===== config.mk =====
export PLATFORM = sky130hd
export DESIGN_NAME = rounding_div_pipe_flat
export DESIGN_NICKNAME = d
export VERILOG_FILES = /design/src/rtl/rounding_div_pipe_if.sv /design/src/rtl/rounding_div_pipe.sv /design/src/flat_wrapper.sv
export SDC_FILE = /design/constraint.sdc
export NUM_CORES = 1
export LEC_CHECK = 0
export BUFFER_PORTS_ARGS = -buffer_cell sky130_fd_sc_hd__buf_2
export CAP_MARGIN = 10
export CELL_PAD_IN_SITES_DETAIL_PLACEMENT = 0
export CELL_PAD_IN_SITES_GLOBAL_PLACEMENT = 1
export CORE_UTILIZATION = 43
export CTS_CLUSTER_DIAMETER = 60
export DETAILED_ROUTE_END_ITERATION = 10
export GPL_TIMING_DRIVEN = 1
export PLACE_DENSITY_LB_ADDON = 0.1
export RECOVER_POWER = 25
export REMOVE_ABC_BUFFERS = 1
export SLEW_MARGIN = 10
export SYNTH_ARGS = -nofsm -noshare
export SYNTH_HDL_FRONTEND = slang
export SYNTH_SLANG_ARGS = --single-unit

===== constraint.sdc =====
create_clock -name clk -period 3 [get_ports clk]
set_input_delay 0.9 -clock clk [delete_from_list [all_inputs] [get_ports clk]]
set_output_delay 0.9 -clock clk [all_outputs]
set_load 0.05 [all_outputs]

===== src/rtl/rounding_div_pipe_if.sv =====
// Handshake bundle for rounding_div_pipe: upstream sample channel, downstream result channel.
// master drives samples and out_ready; slave is the divider side.
interface rounding_div_pipe_if #(
   parameter int IN_WIDTH  = 16,
   parameter int OUT_WIDTH = 8,
   parameter int MAX_SHIFT = 7
);
   localparam int SHIFT_W = ($clog2(MAX_SHIFT + 1) > 1) ? $clog2(MAX_SHIFT + 1) : 1;

   logic                 in_valid;
   logic                 in_ready;
   logic [IN_WIDTH-1:0]  in_data;
   logic [SHIFT_W-1:0]   in_shift;
   logic [1:0]           in_mode;
   logic                 out_valid;
   logic                 out_ready;
   logic [OUT_WIDTH-1:0] out_data;
   logic                 out_sat;
   logic [15:0]          sat_count;

   modport master (
      output in_valid, in_data, in_shift, in_mode, out_ready,
      input  in_ready, out_valid, out_data, out_sat, sat_count
   );

   modport slave (
      input  in_valid, in_data, in_shift, in_mode, out_ready,
      output in_ready, out_valid, out_data, out_sat, sat_count
   );
endinterface


===== src/rtl/rounding_div_pipe.sv =====
// Divide by 2^k with truncate / half-up / half-even rounding and saturation; 2-stage pipe, 2-cycle latency.
// Stages advance only into an empty or draining slot, so out_ready low stalls both stages without loss.
module rounding_div_pipe #(
   parameter int IN_WIDTH  = 16,
   parameter int OUT_WIDTH = 8,
   parameter int MAX_SHIFT = 7
) (
   input logic                clk,
   input logic                rst,
   rounding_div_pipe_if.slave bus
);
   localparam int SHIFT_W = ($clog2(MAX_SHIFT + 1) > 1) ? $clog2(MAX_SHIFT + 1) : 1;
   localparam logic [SHIFT_W-1:0] MAX_K = SHIFT_W'(MAX_SHIFT);

   // Stage 1 registers
   logic                 r_s1_vld;
   logic [IN_WIDTH-1:0]  r_s1_q;
   logic                 r_s1_half;
   logic                 r_s1_sticky;
   logic [1:0]           r_s1_mode;

   // Stage 2 registers
   logic                 r_s2_vld;
   logic [OUT_WIDTH-1:0] r_s2_dat;
   logic                 r_s2_sat;
   logic [15:0]          r_sat_cnt;

   logic [SHIFT_W-1:0]   w_k;
   logic [IN_WIDTH-1:0]  w_low_mask;
   logic [IN_WIDTH-1:0]  w_q;
   logic                 w_half;
   logic                 w_sticky;
   logic                 w_s2_load;
   logic                 w_s1_adv;
   logic                 w_s1_load;
   logic                 w_up;
   logic [IN_WIDTH:0]    w_qr;
   logic                 w_ovf;
   logic [OUT_WIDTH-1:0] w_res;

   // w_low_mask covers the k discarded bits; its top bit is the half bit, the rest feed sticky.
   always_comb begin
      w_k        = (bus.in_shift > MAX_K) ? MAX_K : bus.in_shift;
      w_low_mask = (IN_WIDTH'(1) << w_k) - IN_WIDTH'(1);
      w_q        = bus.in_data >> w_k;
      w_half     = |(bus.in_data & (w_low_mask ^ (w_low_mask >> 1)));
      w_sticky   = |(bus.in_data & (w_low_mask >> 1));
   end

   assign w_s2_load    = !r_s2_vld || bus.out_ready;
   assign w_s1_adv     = r_s1_vld && w_s2_load;
   assign w_s1_load    = !r_s1_vld || w_s1_adv;
   assign bus.in_ready = w_s1_load;

   always_ff @(posedge clk or posedge rst) begin
      if (rst) begin
         r_s1_vld    <= 1'b0;
         r_s1_q      <= '0;
         r_s1_half   <= 1'b0;
         r_s1_sticky <= 1'b0;
         r_s1_mode   <= 2'b00;
      end else if (w_s1_load) begin
         r_s1_vld <= bus.in_valid;
         if (bus.in_valid) begin
            r_s1_q      <= w_q;
            r_s1_half   <= w_half;
            r_s1_sticky <= w_sticky;
            r_s1_mode   <= bus.in_mode;
         end
      end
   end

   always_comb begin
      w_up = 1'b0;
      case (r_s1_mode)
         2'b00:   w_up = 1'b0;
         2'b10:   w_up = r_s1_half && (r_s1_sticky || r_s1_q[0]);
         default: w_up = r_s1_half;
      endcase
      w_qr  = {1'b0, r_s1_q} + {{IN_WIDTH{1'b0}}, w_up};
      w_ovf = |w_qr[IN_WIDTH:OUT_WIDTH];
      w_res = w_ovf ? {OUT_WIDTH{1'b1}} : w_qr[OUT_WIDTH-1:0];
   end

   always_ff @(posedge clk or posedge rst) begin
      if (rst) begin
         r_s2_vld <= 1'b0;
         r_s2_dat <= '0;
         r_s2_sat <= 1'b0;
      end else if (w_s2_load) begin
         r_s2_vld <= r_s1_vld;
         if (r_s1_vld) begin
            r_s2_dat <= w_res;
            r_s2_sat <= w_ovf;
         end
      end
   end

   // Counts delivered saturations only, and parks at all ones.
   always_ff @(posedge clk or posedge rst) begin
      if (rst) begin
         r_sat_cnt <= 16'h0000;
      end else if (r_s2_vld && bus.out_ready && r_s2_sat && (r_sat_cnt != 16'hFFFF)) begin
         r_sat_cnt <= r_sat_cnt + 16'd1;
      end
   end

   assign bus.out_valid = r_s2_vld;
   assign bus.out_data  = r_s2_dat;
   assign bus.out_sat   = r_s2_sat;
   assign bus.sat_count = r_sat_cnt;
endmodule


===== src/flat_wrapper.sv =====
// flat-port wrapper written by rule: the top's interface ports become plain ports
module rounding_div_pipe_flat 
#(
   parameter int IN_WIDTH  = 16,
   parameter int OUT_WIDTH = 8,
   parameter int MAX_SHIFT = 7
)
  (clk, rst, bus_in_valid, bus_in_data, bus_in_shift, bus_in_mode, bus_out_ready, bus_in_ready, bus_out_valid, bus_out_data, bus_out_sat, bus_sat_count);
  rounding_div_pipe_if #(.IN_WIDTH(IN_WIDTH), .OUT_WIDTH(OUT_WIDTH), .MAX_SHIFT(MAX_SHIFT)) bus_i ();
  input logic clk;
  input logic rst;
  input wire logic [$bits(bus_i.in_valid)-1:0] bus_in_valid;
  input wire logic [$bits(bus_i.in_data)-1:0] bus_in_data;
  input wire logic [$bits(bus_i.in_shift)-1:0] bus_in_shift;
  input wire logic [$bits(bus_i.in_mode)-1:0] bus_in_mode;
  input wire logic [$bits(bus_i.out_ready)-1:0] bus_out_ready;
  output wire logic [$bits(bus_i.in_ready)-1:0] bus_in_ready;
  output wire logic [$bits(bus_i.out_valid)-1:0] bus_out_valid;
  output wire logic [$bits(bus_i.out_data)-1:0] bus_out_data;
  output wire logic [$bits(bus_i.out_sat)-1:0] bus_out_sat;
  output wire logic [$bits(bus_i.sat_count)-1:0] bus_sat_count;
  assign bus_i.in_valid = bus_in_valid;
  assign bus_i.in_data = bus_in_data;
  assign bus_i.in_shift = bus_in_shift;
  assign bus_i.in_mode = bus_in_mode;
  assign bus_i.out_ready = bus_out_ready;
  assign bus_in_ready = bus_i.in_ready;
  assign bus_out_valid = bus_i.out_valid;
  assign bus_out_data = bus_i.out_data;
  assign bus_out_sat = bus_i.out_sat;
  assign bus_sat_count = bus_i.sat_count;
  rounding_div_pipe #(.IN_WIDTH(IN_WIDTH), .OUT_WIDTH(OUT_WIDTH), .MAX_SHIFT(MAX_SHIFT)) u_core (.clk(clk), .rst(rst), .bus(bus_i));
endmodule

==> impl_metrics.py, run 1 <==
metrics = {
    "logic_synthesis": {
        "yosysWarnings": 0,
        "syn_area_sq_mm": 0.00301,
        "synth.top_cell.area_share_pct": 39.1,
        "synth_top_cell_by_area": "dfrtp_1",
        "synthDistinctLibCells": 50,
        "syn_avg_cell_area_sq_um": 9.32,
        "syn_inst": 323,
        "async_flop_share_pct": 100,
        "synth_flop_cell": "dfrtp_1",
        "ys_top_cells_by_area": "dfrtp_1 (39%), mux4_2 (7.5%), nand2_1 (5.5%)",
        "synth_edf_count": 0,
        "ys_ff_latch": 47,
        "yosysMostFrequentCell": "dfrtp_1",
        "synth_common_cells": "dfrtp_1 (47), nand2_1 (44), nor2_1 (35)",
        "seq_area_frac_synth_pct": 39.1,
    },
    "power": {
        "p_sw_share_pct": 38.6,
        "p_per_area_mw_per_mm2": 523,
        "power_frac_comb_pct": 33.6,
        "p_leak_nw": 1.45,
        "switchingPower_mw": 0.700,
        "intPower_mw": 1.11,
        "vdd_drop_max_v": 0.000170,
        "p_seq_share_pct": 45.6,
        "p_total_mw": 1.81,
        "p_clk_share_pct": 20.9,
    },
    "routing": {
        "drt_iter0_markers": 82,
        "ant_nets": 0,
        "wl_per_cell_um": 14.1,
        "drc": 0,
        "drt_pass1_iterations": 6,
        "routed_wl_um": 6590,
        "vias_per_cell": 5.37,
        "vias": 2519,
    },
    "timing": {
        "finalSetupViolations": 0,
        "final.setup.tns_ns": 0,
        "final.period_utilization_pct": 78.8,
        "period_needed_ns": 2.36,
        "fmax_mhz": 423,
        "whs_ns": 0.481,
        "final_max_slew_viol_count": 0,
        "finalHoldViolCount": 0,
        "slew_headroom_pct": 46.4,
        "clock_skew_ns": 0.00590,
        "worst_slew_pin_slew_ns": 0.804,
        "rsz0062_at_grt": "no",
    },
    "grt": {
        "grt-ovfl-total": 0,
        "use_met3_pct": 2.60,
        "grtUsageMet1_pct": 24.9,
        "grt_util_met2_pct": 32.1,
        "antenna_found_initial": 0,
        "grt_pass1_wl_um": 11100,
        "grt_busiest_layer": "met2",
        "grt.total_usage_pct": 18.8,
        "first_global_vias": 2330,
        "grt_max_degree": 29,
    },
    "placement": {
        "place_area_sq_mm": 0.00339,
        "dp_hpwl_um": 5100,
        "gp_congestion": 0.869,
        "placement.io_buffers": 51,
    },
    "clock_network": {
        "h-tree-depth": 2,
        "cts.sinks": 47,
        "cts_inserted_buffers": 5,
        "clockBufferDepth": 2,
        "cts.root.buffer_cell": "clkbuf_8",
        "cts_tree": "built",
        "clkTransAtPathRegs_ns": 0.08,
        "hold_buffers": 0,
        "insertion_delay_ns": 0.29,
        "post-cts-setup-buffer-count": 0,
        "postCtsResizedCells": 0,
    },
    "critical_path": {
        "r2r_cells": 9,
        "critPathCaptureType": "output port",
        "reg2reg_to": "u_core.bus.out_data[0]$_DFFE_PP0P_",
        "arrival_ns": 1.46,
        "startpoint": "bus_out_ready",
        "crit-reg2reg-launch": "u_core.r_s1_q[0]$_DFFE_PP0P_",
        "reg2reg_slack_ns": 0.65,
        "cp_slowest_cell": "buf_2",
        "slowest_delay_ns": 0.29,
        "crit_chain": "clkbuf_1 > nand3b_1 > buf_2",
        "critPathLaunchType": "input port",
        "cp_max_fo": 4,
        "worstSetupPathType": "in2out",
        "endpoint": "bus_in_ready",
        "critPathRequiredTime_ns": 2.10,
    },
    "final_layout": {
        "syn2layout_area_growth_pct": 15.1,
        "stdcell_area_sq_mm": 0.00347,
        "final_util_pct": 51.0,
        "num_antenna_cells": 0,
        "finalNetCount": 403,
        "drive_above_1_share_pct": 22.8,
    },
    "die": {
        "rows": 30,
        "core_sq_mm": 0.00679,
        "die_area_sq_mm": 0.00734,
        "ios": 52,
        "die_h_um": 85.7,
        "dieWidth_um": 85.7,
        "start_util_pct": 44.3,
    },
    "hold_path": {
        "worstHoldPathType": "reg2reg",
    },
    "run": {
        "cap_violations": 0,
    },
    "status": {
        "status": "finished clean",
    },
}
[worst min-delay path by stage]
stage | start | end | slack (ns) | cells past startpoint
after floorplan | u_core.r_s1_mode[1]$_DFFE_PP0P_ | u_core.r_s1_mode[1]$_DFFE_PP0P_ | 0.45 | 2
after global placement | u_core.r_s1_vld$_DFFE_PP0N_ | u_core.bus.out_valid$_DFFE_PP0P_ | 0.46 | 1
after detailed placement | u_core.r_s1_mode[1]$_DFFE_PP0P_ | u_core.r_s1_mode[1]$_DFFE_PP0P_ | 0.47 | 2
after CTS | u_core.r_s1_mode[1]$_DFFE_PP0P_ | u_core.r_s1_mode[1]$_DFFE_PP0P_ | 0.49 | 2
after global routing | u_core.r_s1_mode[0]$_DFFE_PP0P_ | u_core.r_s1_mode[0]$_DFFE_PP0P_ | 0.53 | 2
final | u_core.r_s1_mode[1]$_DFFE_PP0P_ | u_core.r_s1_mode[1]$_DFFE_PP0P_ | 0.48 | 2
[state kept, by name (all words and copies together) (netlist names)]
register	count
u_core.r_s1_mode	2
u_core.bus.sat_count	16
u_core.r_s1_vld	1
u_core.bus.out_data	8
u_core.r_s1_half	1
u_core.bus.out_valid	1
u_core.bus.out_sat	1
u_core.r_s1_sticky	1
u_core.r_s1_q	16
[layout by cell type, fill, tap and decap left out, types with 11 or more instances in the layout]
cell type  synthesis  layout
buf_2              3      50
dfrtp_1           47      47
nand2_1           44      44
nor2_1            35      35
nand3_1           16      16
xnor2_1           15      15
a31oi_1           15      15
a21oi_1           14      14
inv_1             11      11
xor2_1            11      11
[worst max-delay path, delay by kind of cell]
| family | cells | cell delay [ns] |
|---|---|---|
| buf+inv | 2 | 0.39 |
| simple gates | 1 | 0.17 |
[per-layer routing]
| layer | vias to the layer above | wire length, um |
|---|---|---|
| met5 | - | 0 |
| met4 | 0 | 60 |
| met3 | 6 | 230 |
| met2 | 66 | 3230 |
| met1 | 1182 | 3070 |
| li1 | 1265 | - |
[power groups by stage]
stage	clock [mW]	sequential (mW)	combinational [mW]
3_3_place_gp	0	0.837	0.611
3_5_place_dp	0	0.840	0.615
5_1_grt	0.418	0.845	0.673
6_report	0.378	0.826	0.609
4_1_cts	0.390	0.827	0.617
2_1_floorplan	0	0.984	0.289
[per-stage QoR]
stage,worst slack [ns],std cells
after floorplan,0.614,306
after global placement,0.382,462
after detailed placement,0.343,462
after CTS,0.607,469
after global routing,0.448,469
final,0.636,469
[kinds of logic after synthesis]
kind of cell	share of synthesized area (%)
AOI/OAI and AO/OA	14.4
xor gates and xnor gates	8.10
adders and majority gates	2.08
buffers and inverters	3.61
DFF	39.1
muxes	10.2
and+or+nand+nor	22.6
[layout make-up]
| type | instances | area [sq um] |
|---|---|---|
| Tap cell | 96 | 120 |
| Sequential cell | 47 | 1180 |
| Inverter | 11 | 41.3 |
| Clock buffer | 6 | 82.6 |
| Clock inverter | 1 | 5.00 |
| Timing Repair Buffer | 60 | 314 |
| Multi-Input combinational cell | 248 | 1730 |
| Fill cell | 663 | 3330 |
(Power assumes the default switching activity.)
==> run 2, diff against run 1 <==
==> constraint.sdc (replaced) <==
create_clock -name clk -period 2.4 [get_ports clk]
set_input_delay 0.72 -clock clk [delete_from_list [all_inputs] [get_ports clk]]
set_output_delay 0.72 -clock clk [all_outputs]
set_load 0.05 [all_outputs]
==> impl_metrics.py, run 2 (synthesis gave the netlist of run 1 again) <==
metrics = {
    "status": {
        "status": "finished clean",
    },
    "critical_path": {
        "arrival_ns": 2.40,
        "cp_max_fo": 9,
        "critPathLaunchType": "flip-flop",
        "worstSetupPathType": "reg2reg",
        "crit-reg2reg-launch": "u_core.r_s1_q[0]$_DFFE_PP0P_",
        "critPathCaptureType": "flip-flop",
        "startpoint": "u_core.r_s1_q[0]$_DFFE_PP0P_",
        "critPathRequiredTime_ns": 2.60,
    },
    "clock_network": {
        "clockBufferDepth": 2,
        "insertion_delay_ns": 0.30,
        "cts.root.buffer_cell": "clkbuf_8",
        "h-tree-depth": 2,
        "cts_tree": "built",
        "post-cts-setup-buffer-count": 0,
        "cts_inserted_buffers": 5,
        "postCtsResizedCells": 0,
        "clkTransAtPathRegs_ns": 0.09,
        "cts.sinks": 47,
        "hold_buffers": 0,
    },
    "timing": {
        "worst_slew_pin_slew_ns": 1.16,
        "rsz0062_at_grt": "no",
        "whs_ns": 0.493,
        "final_max_slew_viol_count": 0,
        "period_needed_ns": 2.20,
        "finalSetupViolations": 0,
        "finalHoldViolCount": 0,
        "final.period_utilization_pct": 91.7,
        "clock_skew_ns": 0.00353,
        "final.setup.tns_ns": 0,
        "slew_headroom_pct": 22.4,
        "fmax_mhz": 454,
    },
    "routing": {
        "drt_pass1_iterations": 4,
        "ant_nets": 0,
        "wl_per_cell_um": 14.5,
        "drt_iter0_markers": 78,
        "vias_per_cell": 5.39,
        "routed_wl_um": 6910,
        "vias": 2564,
        "drc": 0,
    },
    "die": {
        "die_area_sq_mm": 0.00734,
        "ios": 52,
        "dieWidth_um": 85.7,
        "start_util_pct": 44.3,
        "core_sq_mm": 0.00679,
        "die_h_um": 85.7,
        "rows": 30,
    },
    "grt": {
        "first_global_vias": 2506,
        "grt_pass1_wl_um": 11700,
        "grt_max_degree": 48,
        "grt-ovfl-total": 0,
        "grt.total_usage_pct": 20.2,
        "antenna_found_initial": 0,
    },
    "final_layout": {
        "mostFrequentLayoutCells": "buf_2 (50), dfrtp_1 (47), nand2_1 (44), nor2_1 (35), nand3_1 (16)",
        "drive_above_1_share_pct": 24.7,
        "final_common_cell": "buf_2",
        "stdcell_area_sq_mm": 0.00354,
        "num_antenna_cells": 0,
        "syn2layout_area_growth_pct": 17.6,
        "finalNetCount": 409,
        "final_cells": 476,
    },
    "placement": {
        "placement.io_buffers": 51,
        "dp_hpwl_um": 5270,
        "place_area_sq_mm": 0.00343,
        "gp_congestion": 0.942,
        "dp.cells": 468,
    },
    "run": {
        "cap_violations": 0,
    },
    "power": {
        "p_per_area_mw_per_mm2": 677,
        "vdd_drop_max_v": 0.000242,
        "p_leak_nw": 1.49,
    },
    "hold_path": {
        "worstHoldPathType": "reg2reg",
        "min_from": "u_core.r_s1_vld$_DFFE_PP0N_",
    },
}
-- run 2: changes by cell type in the layout (fill, tap and decap cells not counted) --
cell / delta
buf_4: +7
clkbuf_8: -1
clkbuf_2: +1
clkinv_4: +1
clkbuf_1: -2
bufinv_16: +1
-- run 2: power by group --
part	switching [mW]	leakage, nW	internal (mW)	total, mW
Clock	0.272	0.0581	0.310	0.582
Combinational	0.502	0.888	0.275	0.777
Sequential	0.135	0.547	0.901	1.04
Total	0.909	1.49	1.49	2.40
-- run 2: area by class of cell --
cell class,instances,area (sq um)
Fill cell,673,3250
Multi-Input combinational cell,248,1730
Sequential cell,47,1180
Timing Repair Buffer,66,364
Tap cell,96,120
Clock buffer,5,68.8
Clock inverter,3,43.8
Inverter,11,41.3
-- run 2: metrics by stage --
step	setup slack, ns	power (mW)	util, %
after global routing	0.0317	2.53	52.1
after floorplan	0.194	1.59	-
after global placement	0.0803	1.82	50.5
after detailed placement	0.0427	1.84	50.5
final	0.199	2.40	52.1
after CTS	0.172	2.43	52.2
-- run 2: critical path: stages (launching register included) --
cell and delay [ns]:
dfrtp_1 0.41, o21a_1 0.17, o21a_1 0.16, ha_1 0.19
ha_1 0.26, nand3_1 0.15, nor4_4 0.05, mux2i_1 0.17
nor4_4 0.25, buf_4 0.20, a21oi_1 0.08
-- run 2: routing by layer --
metal	routed length [um]	global-route usage [%]	share of wire, %	vias to the layer above
met4	171	8.18	2.5	0
li1	-	-	-	1267
met1	3070	25.1	44	1202
met3	281	2.89	4.1	15
met2	3390	35.3	49	80
met5	0	0	0	-
-- run 2: worst paths after layout --
path | end | slack (ns) | depth (start not counted)
hold reg to reg | u_core.bus.out_valid$_DFFE_PP0P_ | 0.49 | 1
hold / removal | u_core.bus.out_valid$_DFFE_PP0P_ | 0.49 | 1
min in group asynchronous | u_core.bus.out_data[3]$_DFFE_PP0P_ | 0.79 | 3
setup reg to reg | u_core.bus.out_data[1]$_DFFE_PP0P_ | 0.20 | 10
setup / recovery | u_core.bus.out_data[1]$_DFFE_PP0P_ | 0.20 | 10
max in group asynchronous | u_core.r_s1_q[5]$_DFFE_PP0P_ | 0.91 | 3
